<file path="src/rtl/stage_sequencer.sv">
// Multi-cycle RV32I control FSM: walks each instruction through fetch..pc-update,
// halts on SYSTEM/illegal opcodes, data-memory timeout or external request.
module stage_sequencer #(
  parameter int unsigned MEM_TIMEOUT = 255
) (
  input  logic        clk,
  input  logic        reset,
  input  logic [6:0]  opcode,
  input  logic        fetch_ready,
  input  logic        mem_ready,
  input  logic        halt_request,
  output logic [2:0]  stage,
  output logic        instr_retired,
  output logic        halted,
  output logic [2:0]  halt_cause,
  output logic [31:0] cycle_count,
  output logic [31:0] instret_count
);

  localparam int STAGE_WIDTH = 3;

  typedef enum logic [STAGE_WIDTH-1:0] {
    S_FETCH   = 3'd0,
    S_DECODE  = 3'd1,
    S_EXECUTE = 3'd2,
    S_MEM     = 3'd3,
    S_REG_UPD = 3'd4,
    S_PC_UPD  = 3'd5,
    S_HALT    = 3'd7
  } stage_t;

  localparam logic [2:0] CAUSE_NONE    = 3'd0;
  localparam logic [2:0] CAUSE_EXT     = 3'd1;
  localparam logic [2:0] CAUSE_SYSTEM  = 3'd2;
  localparam logic [2:0] CAUSE_ILLEGAL = 3'd3;
  localparam logic [2:0] CAUSE_TIMEOUT = 3'd4;

  localparam logic [6:0] OP_LUI    = 7'b0110111;
  localparam logic [6:0] OP_AUIPC  = 7'b0010111;
  localparam logic [6:0] OP_JAL    = 7'b1101111;
  localparam logic [6:0] OP_JALR   = 7'b1100111;
  localparam logic [6:0] OP_BRANCH = 7'b1100011;
  localparam logic [6:0] OP_LOAD   = 7'b0000011;
  localparam logic [6:0] OP_STORE  = 7'b0100011;
  localparam logic [6:0] OP_IMM    = 7'b0010011;
  localparam logic [6:0] OP_REG    = 7'b0110011;
  localparam logic [6:0] OP_SYSTEM = 7'b1110011;

  // Wraps to 0xFFFF when MEM_TIMEOUT is 0, but the compare is disabled then.
  localparam logic [15:0] TIMEOUT_LAST = 16'(MEM_TIMEOUT - 1);

  stage_t      state;
  logic        pending;
  logic [15:0] wait_cnt;
  logic        op_legal;

  always_comb begin
    op_legal = 1'b0;
    case (opcode)
      OP_LUI, OP_AUIPC, OP_JAL, OP_JALR, OP_BRANCH,
      OP_LOAD, OP_STORE, OP_IMM, OP_REG: op_legal = 1'b1;
      default: op_legal = 1'b0;
    endcase
  end

  assign stage         = state;
  assign instr_retired = (state == S_PC_UPD);
  assign halted        = (state == S_HALT);

  always_ff @(posedge clk) begin
    if (reset) begin
      state         <= S_FETCH;
      halt_cause    <= CAUSE_NONE;
      cycle_count   <= '0;
      instret_count <= '0;
      pending       <= 1'b0;
      wait_cnt      <= '0;
    end else begin
      if (state != S_HALT) begin
        cycle_count <= cycle_count + 32'd1;
        if (halt_request) pending <= 1'b1;
      end
      case (state)
        S_FETCH: if (fetch_ready) state <= S_DECODE;
        S_DECODE: begin
          if (opcode == OP_SYSTEM) begin
            state      <= S_HALT;
            halt_cause <= CAUSE_SYSTEM;
          end else if (!op_legal) begin
            state      <= S_HALT;
            halt_cause <= CAUSE_ILLEGAL;
          end else begin
            state <= S_EXECUTE;
          end
        end
        S_EXECUTE: begin
          wait_cnt <= '0;
          state    <= (opcode == OP_LOAD || opcode == OP_STORE) ? S_MEM : S_REG_UPD;
        end
        S_MEM: begin
          // A ready arriving on the timeout cycle still completes the access.
          if (mem_ready) begin
            state <= S_REG_UPD;
          end else if (MEM_TIMEOUT != 0 && wait_cnt == TIMEOUT_LAST) begin
            state      <= S_HALT;
            halt_cause <= CAUSE_TIMEOUT;
          end else begin
            wait_cnt <= wait_cnt + 16'd1;
          end
        end
        S_REG_UPD: state <= S_PC_UPD;
        S_PC_UPD: begin
          instret_count <= instret_count + 32'd1;
          if (pending || halt_request) begin
            state      <= S_HALT;
            halt_cause <= CAUSE_EXT;
          end else begin
            state <= S_FETCH;
          end
        end
        S_HALT: state <= S_HALT;
        default: state <= S_FETCH;
      endcase
    end
  end

endmodule

</file>
<file path="config.mk">
export PLATFORM = sky130hd
export DESIGN_NAME = stage_sequencer
export DESIGN_NICKNAME = d
export VERILOG_FILES = /design/src/rtl/stage_sequencer.sv
export SDC_FILE = /design/constraint.sdc
export NUM_CORES = 1
export LEC_CHECK = 0
export BUFFER_PORTS_ARGS = -buffer_cell sky130_fd_sc_hd__buf_2
export CAP_MARGIN = 0
export CORE_UTILIZATION = 61
export CTS_BUF_LIST = sky130_fd_sc_hd__clkbuf_2 sky130_fd_sc_hd__clkbuf_4 sky130_fd_sc_hd__clkbuf_8
export DETAILED_ROUTE_END_ITERATION = 10
export PLACE_DENSITY = 0.88
export SLEW_MARGIN = 15
export SYNTH_ARGS = -nofsm -noshare
export SYNTH_HDL_FRONTEND = slang
export SYNTH_SLANG_ARGS = --single-unit
</file>
<file path="constraint.sdc">
create_clock -name clk -period 3.4 [get_ports clk]
set_input_delay 0.68 -clock clk [delete_from_list [all_inputs] [get_ports clk]]
set_output_delay 0.68 -clock clk [all_outputs]
set_load 0.01 [all_outputs]
</file>
==> run_results.csv <==
group,metric,value,unit
timing,max_freq,0.396,GHz
logic_synthesis,synth.yosys.seq_area_share,41.5,%
worst_setup_path,critical_path_class,"flop to flop",
clock_tree,cts_resized,0,
power,p_leak,0.00188,µW
logic_synthesis,ys_types,45,
logic_synthesis,synth_seq_cells,87,
clock_tree,cts-root-buf,"clkbuf_8",
clock_tree,clkTransAtPathRegs,90,ps
worst_setup_path,cp-startpoint,"stage[2]",
clock_tree,post_cts_buffers,0,
worst_setup_path,cp-start-kind,"flop",
logic_synthesis,synthCells,505,
logic_synthesis,yosys_most_used_dff,"dfxtp_1",
power,clock_power_share,38.2,%
worst_setup_path,critPathSlowestCell,"or4_1",
worst_setup_path,reg2regPathDepth,5,
clock_tree,cts_tree,"yes",
timing,maxSlewHeadroom,46.1,%
floorplan,die_area,7220,µm²
clock_tree,cts_buffers,9,
worst_setup_path,arrival,2810,ps
grt,overflow,0,
worst_setup_path,rr_startpoint,"stage[2]",
min_path,worstHoldPathType,"flop to flop",
detailed_routing,dr.pass1.iters,5,
logic_synthesis,synth_fp_nets,521,
layout,drive_above_1_share,19.0,%
timing,drv_slew,0,
timing,fin_worst_skew,11.7,ps
clock_tree,cts_max_level,3,
layout,syn2layout_area_growth,16.8,%
floorplan,io_pins,84,
power,p_int,1690,µW
grt,grt_usage,27.4,%
timing,period_needed,2530,ps
run,cap_viol_max_count,0,
timing,finalHoldViolations,0,
power,powerDensity,471,nW/µm²
timing,period_share,74.4,%
logic_synthesis,synth.area.top_cells,"dfxtp_1 (41%), xnor2_1 (7.9%), nor2_1 (6.7%)",
placed_design,pre_cts_slack,926,ps
clock_tree,ctsHoldBuffers,0,
layout,fin_util,75.6,%
timing,worst_slack,872,ps
power,switchingPower,627,µW
worst_setup_path,r2r_setup_slack,870,ps
clock_tree,clockBufferDepth,2,
timing,tns,0,ps
layout,fin_nets,595,
placed_design,dp_hpwl,6570,µm
logic_synthesis,avgSynthCellArea,8.32,µm²
detailed_routing,wirelength,9680,µm
logic_synthesis,postSynth.asyncResetShare,0,%
floorplan,die_h,85.0,µm
logic_synthesis,yosysTopAreaCellShare,41.5,%
power,pwr-share-seq,48.6,%
floorplan,fp.dieW,85.0,µm
clock_tree,clk_latency,360,ps
worst_setup_path,r2r_end,"instret_count[25]",
timing,worstMarginPinSlew,806,ps
worst_setup_path,cp-end-kind,"flop",
worst_setup_path,slowest_delay,730,ps
layout,diodes,0,
power,combinationalPowerShare,13.2,%
floorplan,core_area,6490,µm²
timing,finalSetupViolations,0,
layout,fill_cells,472,
placed_design,io_buffers,83,
clock_tree,clock-sinks,87,
timing,rsz0062_at_grt,"no",
grt,grt_first_pass_wirelength,15900,µm
worst_setup_path,crit_end,"instret_count[25]",
outcome,outcome,"complete, no violations",
floorplan,core.rowCount,29,
detailed_routing,drc_errors,0,
grt,grt_max_degree,45,
detailed_routing,drt_iter0_markers,281,
placed_design,routabilityCongestion,0.849,
logic_synthesis,synth_edf_count,0,
power,switching_share,27.1,%
detailed_routing,postRouteAntennaNets,0,
min_path,min-delay-start,"halt_cause[2]",
power,ir_worst_vdd,335,µV
floorplan,initial_core_util,64.7,%
worst_setup_path,worstPathCellList,"and4b_1, nand3_1, or4_1, or3_1, a21oi_1",
detailed_routing,wire_per_inst,14.6,µm
logic_synthesis,netlist_area,4200,µm²
grt,grt_pass1_vias,3537,
layout,instances_no_fill,661,
detailed_routing,via_per_inst,5.95,
grt,antenna_found_initial,0,
worst_setup_path,crit_fanout,15,
worst_setup_path,cp.required,3690,ps
logic_synthesis,ys_warn_count,0,
placed_design,dp.cells,645,
logic_synthesis,yosysTopAreaCell,"dfxtp_1",
detailed_routing,vias,3933,
## area by class of cell
cell class | count | area [µm²] | share of cell area, %
Tap cell | 77 | 96.3 | 1.96
Multi-Input combinational cell | 377 | 2300 | 47.0
Clock buffer | 10 | 131 | 2.68
Inverter | 18 | 67.6 | 1.38
Clock inverter | 6 | 116 | 2.37
Timing Repair Buffer | 86 | 450 | 9.18
Sequential cell | 87 | 1740 | 35.5
## worst min-delay path by stage
stage,slack (ps),depth (start not counted),to
3_5_place_dp,490,2,halt_cause[2]
6_report,500,2,halt_cause[2]
4_1_cts,510,2,cycle_count[31]
2_1_floorplan,460,2,pending
5_1_grt,530,2,halt_cause[2]
3_3_place_gp,470,2,halt_cause[2]
## cells in the mapped netlist (5+ instances only)
| cell | n |
|---|---|
| xnor2_1 | 38 |
| xor2_1 | 21 |
| nand2b_1 | 7 |
| dfxtp_1 | 87 |
| nor4_2 | 5 |
| inv_1 | 18 |
| nand2_1 | 28 |
| nand3_1 | 25 |
| nor4_1 | 16 |
| clkbuf_1 | 19 |
| o21ai_0 | 18 |
| nor2_1 | 75 |
| nor3_1 | 20 |
| or3_1 | 14 |
| nand4_1 | 16 |
| and4_1 | 11 |
| a21oi_1 | 25 |
| and3_1 | 7 |
| nor2b_1 | 5 |
| o211ai_1 | 6 |
## layout by cell type, fill, tap and decap left out, drive strengths merged, types with 4 or more instances in the layout
cell | Yosys | routed
dfxtp | 87 | 87
buf | 4 | 86
nor2 | 75 | 75
xnor2 | 38 | 38
nand2 | 28 | 28
nand3 | 26 | 26
a21oi | 25 | 25
xor2 | 21 | 21
nor4 | 21 | 21
nor3 | 20 | 20
o21ai | 19 | 19
inv | 18 | 19
nand4 | 16 | 16
or3 | 14 | 14
and4 | 11 | 11
clkbuf | 19 | 10
nand2b | 7 | 7
and3 | 7 | 7
o211ai | 6 | 6
nor2b | 5 | 5
nor4b | 4 | 4
o2111ai | 4 | 4
ha | 4 | 4
## metrics by stage
stage | total power, µW | hold WS (ps) | cell area [µm²]
detailed placement | 1450 | 492 | 4660
CTS | 2320 | 508 | 4910
global route | 2420 | 526 | 4910
floorplan | 1360 | 460 | 4200
global placement | 1430 | 470 | 4660
finish | 2310 | 502 | 4910
## power by group through the flow
stage / registers, µW / clock network [µW] / logic [µW]
2_1_floorplan: 1130 / 0 / 229
3_3_place_gp: 1140 / 0 / 294
3_5_place_dp: 1150 / 0 / 302
4_1_cts: 1120 / 890 / 303
5_1_grt: 1140 / 949 / 334
6_report: 1130 / 883 / 305
## state kept, by name (all words and copies together), names as in the netlist
| name | cells |
|---|---|
| cycle_count | 32 |
| instret_count | 32 |
| wait_cnt | 16 |
| halt_cause | 3 |
| stage | 3 |
| pending | 1 |
## critical path: cells and delay by family (launching register included)
family,cells,cell delay (ps)
flops,1,560
simple gates,4,1750
compound gates,1,150
## routing by layer
metal,routed length [µm],global-route usage [%]
met1,4050,33.3
met2,4870,46.9
met3,546,4.86
met4,220,13.3
met5,0,0
## logic make-up after synthesis
| logic type | share of synthesized area, % |
|---|---|
| compound gates | 8.84 |
| xor+xnor | 12.3 |
| fa+ha+maj | 1.19 |
| buf+inv | 3.69 |
| flops | 41.5 |
| mux | 0.774 |
| simple gates | 31.7 |
(Power assumes the default switching activity.)
